**config.mk**
```make
export PLATFORM = sky130hd
export DESIGN_NAME = fir_tap_bank_ctrl
export DESIGN_NICKNAME = d
export VERILOG_FILES = /design/src/rtl/fir_tap_bank_ctrl.sv
export SDC_FILE = /design/constraint.sdc
export NUM_CORES = 1
export LEC_CHECK = 0
export ABC_AREA = 1
export CAP_MARGIN = 10
export CORE_ASPECT_RATIO = 1.25
export CORE_UTILIZATION = 49
export CTS_CLUSTER_DIAMETER = 40
export DETAILED_ROUTE_END_ITERATION = 8
export HOLD_SLACK_MARGIN = 0.15
export PLACE_DENSITY = 0.86
export SYNTH_ARGS = -nofsm -noshare
export SYNTH_HDL_FRONTEND = slang
export SYNTH_SLANG_ARGS = --single-unit
```
**constraint.sdc**
```tcl
create_clock -name clk -period 1.5 [get_ports clk]
set_input_delay 0.15 -clock clk [delete_from_list [all_inputs] [get_ports clk]]
set_output_delay 0.15 -clock clk [all_outputs]
set_load 0.01 [all_outputs]
```
**src/rtl/fir_tap_bank_ctrl.sv**
```systemverilog
// Shadow/active FIR coefficient bank with atomic swap on the decimated-rate strobe.
// Build option FIR_TAP_SYM_EN: symmetric writes (addr k also writes TAP_LEN-1-k).
module fir_tap_bank_ctrl #(
   parameter int TAP_LEN = 21,
   parameter int COEF_W  = 16,
   parameter int ADDR_W  = 5,
   parameter logic [TAP_LEN-1:0][COEF_W-1:0] DEFAULT_TAP = '0
) (
   input  logic                      clk,
   input  logic                      rst,
   input  logic                      wr_valid,
   output logic                      wr_ready,
   input  logic [ADDR_W-1:0]         wr_addr,
   input  logic signed [COEF_W-1:0]  wr_data,
   input  logic                      commit_valid,
   output logic                      commit_ready,
   input  logic                      swap_strobe,
   output logic [TAP_LEN*COEF_W-1:0] tap,
   output logic                      swap_done,
   output logic                      busy,
   output logic                      addr_err,
   output logic [15:0]               swap_count
);

   // state    | meaning
   // ST_INIT  | just out of reset, handshakes held off for one cycle
   // ST_IDLE  | accepting coefficient writes and commits
   // ST_ARMED | commit pending, waiting for a later swap_strobe
   // ST_SWAP  | active bank updated this cycle, swap_done pulses
   typedef enum logic [1:0] {ST_INIT, ST_IDLE, ST_ARMED, ST_SWAP} state_t;

   localparam logic [ADDR_W-1:0] LAST_ADDR = ADDR_W'(TAP_LEN - 1);
   localparam logic [ADDR_W-1:0] MID_ADDR  = ADDR_W'((TAP_LEN - 1) / 2);

   state_t state, state_nxt;
   logic   swap_en;
   logic   wr_fire;
   logic   in_range;
   logic [TAP_LEN-1:0][COEF_W-1:0] shadow;
   logic [TAP_LEN-1:0][COEF_W-1:0] active;

`ifdef FIR_TAP_SYM_EN
   logic [ADDR_W-1:0] mirror_addr;
   assign mirror_addr = LAST_ADDR - wr_addr;
   assign in_range    = (wr_addr <= MID_ADDR);
`else
   assign in_range    = (wr_addr <= LAST_ADDR);
`endif

   assign wr_fire = wr_valid && wr_ready;
   assign tap     = active;

   always_ff @(posedge clk or negedge rst) begin
      if (!rst) state <= ST_INIT;
      else      state <= state_nxt;
   end

   // A strobe in the commit-accept cycle lands while still in IDLE, so it is ignored.
   always_comb begin
      state_nxt    = state;
      wr_ready     = 1'b0;
      commit_ready = 1'b0;
      busy         = 1'b0;
      swap_done    = 1'b0;
      swap_en      = 1'b0;
      case (state)
         ST_INIT: state_nxt = ST_IDLE;
         ST_IDLE: begin
            wr_ready     = 1'b1;
            commit_ready = 1'b1;
            if (commit_valid) state_nxt = ST_ARMED;
         end
         ST_ARMED: begin
            busy = 1'b1;
            if (swap_strobe) begin
               swap_en   = 1'b1;
               state_nxt = ST_SWAP;
            end
         end
         ST_SWAP: begin
            swap_done = 1'b1;
            state_nxt = ST_IDLE;
         end
         default: state_nxt = ST_INIT;
      endcase
   end

   always_ff @(posedge clk or negedge rst) begin
      if (!rst) begin
         shadow     <= DEFAULT_TAP;
         active     <= DEFAULT_TAP;
         addr_err   <= 1'b0;
         swap_count <= 16'd0;
      end else begin
         if (wr_fire) begin
            if (in_range) begin
               shadow[wr_addr] <= wr_data;
`ifdef FIR_TAP_SYM_EN
               shadow[mirror_addr] <= wr_data;
`endif
            end else begin
               addr_err <= 1'b1;
            end
         end
         if (swap_en) begin
            active     <= shadow;
            swap_count <= swap_count + 16'd1;
         end
      end
   end

endmodule

```
==> reports/qor.csv <==
stage,metric,value,unit
sta,worst hold margin,0.244,ns
critical_path,CP Cell Sequence,buf_6 > inv_4 > ha_4 > nand2_4 > inv_8 > buf_16 > buf_12 > nand3_4 > buf_12 > nand2_1 > nand2_1,
yosys,Synth cell types,25,
placed_design,IO Port Bufs,382,
clocking,CTS Sinks,691,
critical_path,Worst Setup Start Kind,flip-flop,
placed_design,pre-CTS WS,-0.422,ns
critical_path,worst setup path class,flip-flop to flip-flop,
routing,WL/cell,23.2,um
finish,final non-filler cell total,4451,
outcome,failing checks,setup timing,
clocking,CTS tree,done,
yosys,post-synthesis cell area,27700,um2
critical_path,CP arrival,2.30,ns
clocking,CTS H-tree depth,3,
routing,DRT Wirelength,103000,um
clocking,clk buf depth,3,
critical_path,CP max stage cell,dfrtp_1,
routing,Routed Antenna Nets,0,
power_and_ir_drop,Leak,21.8,nW
sta,RSZ-0062 raised after global routing,true,
power_and_ir_drop,sw frac,34.6,%
yosys,synth warn,0,
die,Die Ht,268,um
finish,most frequent cells in the layout,"1461 x nand2_1, 690 x dfrtp_1, 326 x nand4_1, 315 x dlygate4sd2_1, 173 x nand2_2",
finish,share of cells above drive strength 1,20.7,%
yosys,largest area contributor in the synthesized netlist,dfrtp_1,
sta,worst slew pin tran,0.661,ns
yosys,"Avg Cell Area, Syn",8.94,um2
finish,area grow syn2layout,41.6,%
yosys,#FFs+latches synth,691,
finish,Final Util,70.0,%
power_and_ir_drop,maximum vdd drop,0.00122,V
die,Core ar.,55900,um2
power_and_ir_drop,Int Pwr,44.4,mW
sta,smallest setup slack after layout,-0.310,ns
power_and_ir_drop,total power,67.9,mW
sta,final setup TNS,-114.64,ns
outcome,status,"finished, violations left",
sta,Pins Over Slew Limit,0,
routing,DRT Pass-1 Iters,8,
flow_run,Max Cap Viol,0,
die,Die Area,57400,um2
routing,initial drt markers,3365,
power_and_ir_drop,pwr/cell area,1730,nW/um2
die,Rows,97,
grt,gr usage total,31.6,%
critical_path,"slowest stage delay, CP",0.41,ns
die,initial core utilization,49.4,%
clocking,CTS Buf Count,76,
sta,endpoints failing hold,0,
placed_design,placed cell count,4205,
critical_path,CP required,1.99,ns
die,io pins,383,
finish,"commonest non-fill, non-tap cell in the layout",nand2_1,
power_and_ir_drop,Flop pwr share,40.7,%
critical_path,Worst setup EP type,flip-flop,
sta,Worst slew margin,55.8,%
clocking,worst skew pair latency,0.63,ns
critical_path,CP Max Fanout,16,
grt,initial antenna violation count,0,
grt,first-pass GRT wire length,141000,um
grt,vias in the first global route,25100,
finish,fin nets,3678,
finish,design area,39200,um2
routing,DR vias,26600,
power_and_ir_drop,Clk pwr share,29.2,%
die,Die X-Extent,215,um
yosys,register area share after synthesis,62.5,%
yosys,"top cells by area, synth","dfrtp_1 63%, nand2_1 23%, nand4_1 7.4%, clkbuf_1 1.5%, buf_2 1.2%",
sta,min Tclk post-route,1.81,ns
yosys,syn nets,3125,
routing,Residual DRC,0,
placed_design,hpwl dp,53600,um
clocking,"Clk pin slew, worst setup/hold paths",0.06,ns
placed_design,final RePlAce weighted congestion,0.828,
sta,fmax,0.553,GHz
grt,GRT overflow,0,
yosys,Cells after Synth,3095,
power_and_ir_drop,Combinational Power Share,30.1,%
grt,largest net degree at the start of global routing,108,
sta,endpoints failing setup,696,
placed_design,Area after DPL,33700,um2
clocking,CTS root buffer,clkbuf_16,
sta,Clock Skews,0.0268,ns
yosys,Yosys top cell area share,62.5,%
power_and_ir_drop,Net Sw Power,23.5,mW
routing,DR vias/cell,5.98,
sta,"Period Utilization, post-route",121,%
worst_hold_path,HP Class,input pin to asynchronous set/reset pin,
[registers in the layout, indices dropped and copies added (netlist names)]
signal / flops
swap_count: 16
addr_err: 1
shadow: 336
state: 2
tap: 336
[path summary, 6_finish.rpt]
kind                         startpoint  cells after the start          end  slack [ns]
max                            state[1]                     11  shadow[220]       -0.31
min                                 rst                      3      tap[11]        0.24
max reg2reg                    state[1]                     11  shadow[220]       -0.31
min reg2reg                 shadow[312]                      2  shadow[312]        0.47
max in group asynchronous           rst                      3  shadow[211]        0.20
min in group clk           commit_valid                      3     state[0]        0.32
[cells in the mapped netlist (all sizes together)]
cell type  number
nand2        1709
dfrtp         691
o21bai          1
nand3b          1
nor2           34
a21oi           1
nor3            4
inv            41
ha              4
buf           112
nand4         326
xor2            6
nand3          30
clkinv          1
o21ai          18
xnor2           3
clkbuf        112
o22ai           1
[critical path, delay by kind of cell, from the launching register on]
kind | cells | cell delay (ns)
buf+inv | 6 | 0.75
flops | 1 | 0.41
simple gates | 4 | 0.35
fa+ha+maj | 1 | 0.15
[per-layer routing]
layer | wire length [um] | part of all wire (%) | GRT usage, % | vias up
met3 | 10400 | 10 | 5.47 | 647
met5 | 0 | 0 | 0 | -
met2 | 49300 | 48 | 52.4 | 2081
li1 | - | - | - | 11000
met4 | 7800 | 7.6 | 18.2 | 0
met1 | 35800 | 35 | 39.4 | 12800
[power by group through the flow]
stage | Clock (mW) | Sequential, mW | Combinational, mW
final | 19.8 | 27.6 | 20.5
after detailed placement | 0 | 27.2 | 18.2
after floorplan | 0 | 27.9 | 6.77
after global routing | 20.6 | 28.0 | 21.8
after CTS | 19.7 | 27.0 | 18.4
after global placement | 0 | 27.2 | 17.6
[kinds of logic after synthesis]
kind of cell    synth area share (%)
compound gates                 0.407
xor+xnor                       0.285
fa+ha+maj                      0.181
buf+inv                         4.39
flops                           62.5
simple gates                    32.2
[cell type report]
class	instances	area, um2
Timing Repair inverter	2	27.5
Clock inverter	38	494
Tap cell	742	928
Timing Repair Buffer	693	7570
Antenna cell	1	2.50
Multi-Input combinational cell	2142	10500
Fill cell	3593	16800
Sequential cell	691	17300
Clock buffer	100	2150
Inverter	42	194
[repair_timing]
item | 4_1_cts | 5_1_grt
pin swaps | 21 | 39
hold buffers | 17 | 0
gates resized for setup | 525 | 353
cloned | 20 | 25
endpoints found under the setup margin | 1028 | 726
buffers inserted | 42 | 10
hold endpoints to repair | 1003 | 0
Note: power is estimated with default switching activity, not from simulation.
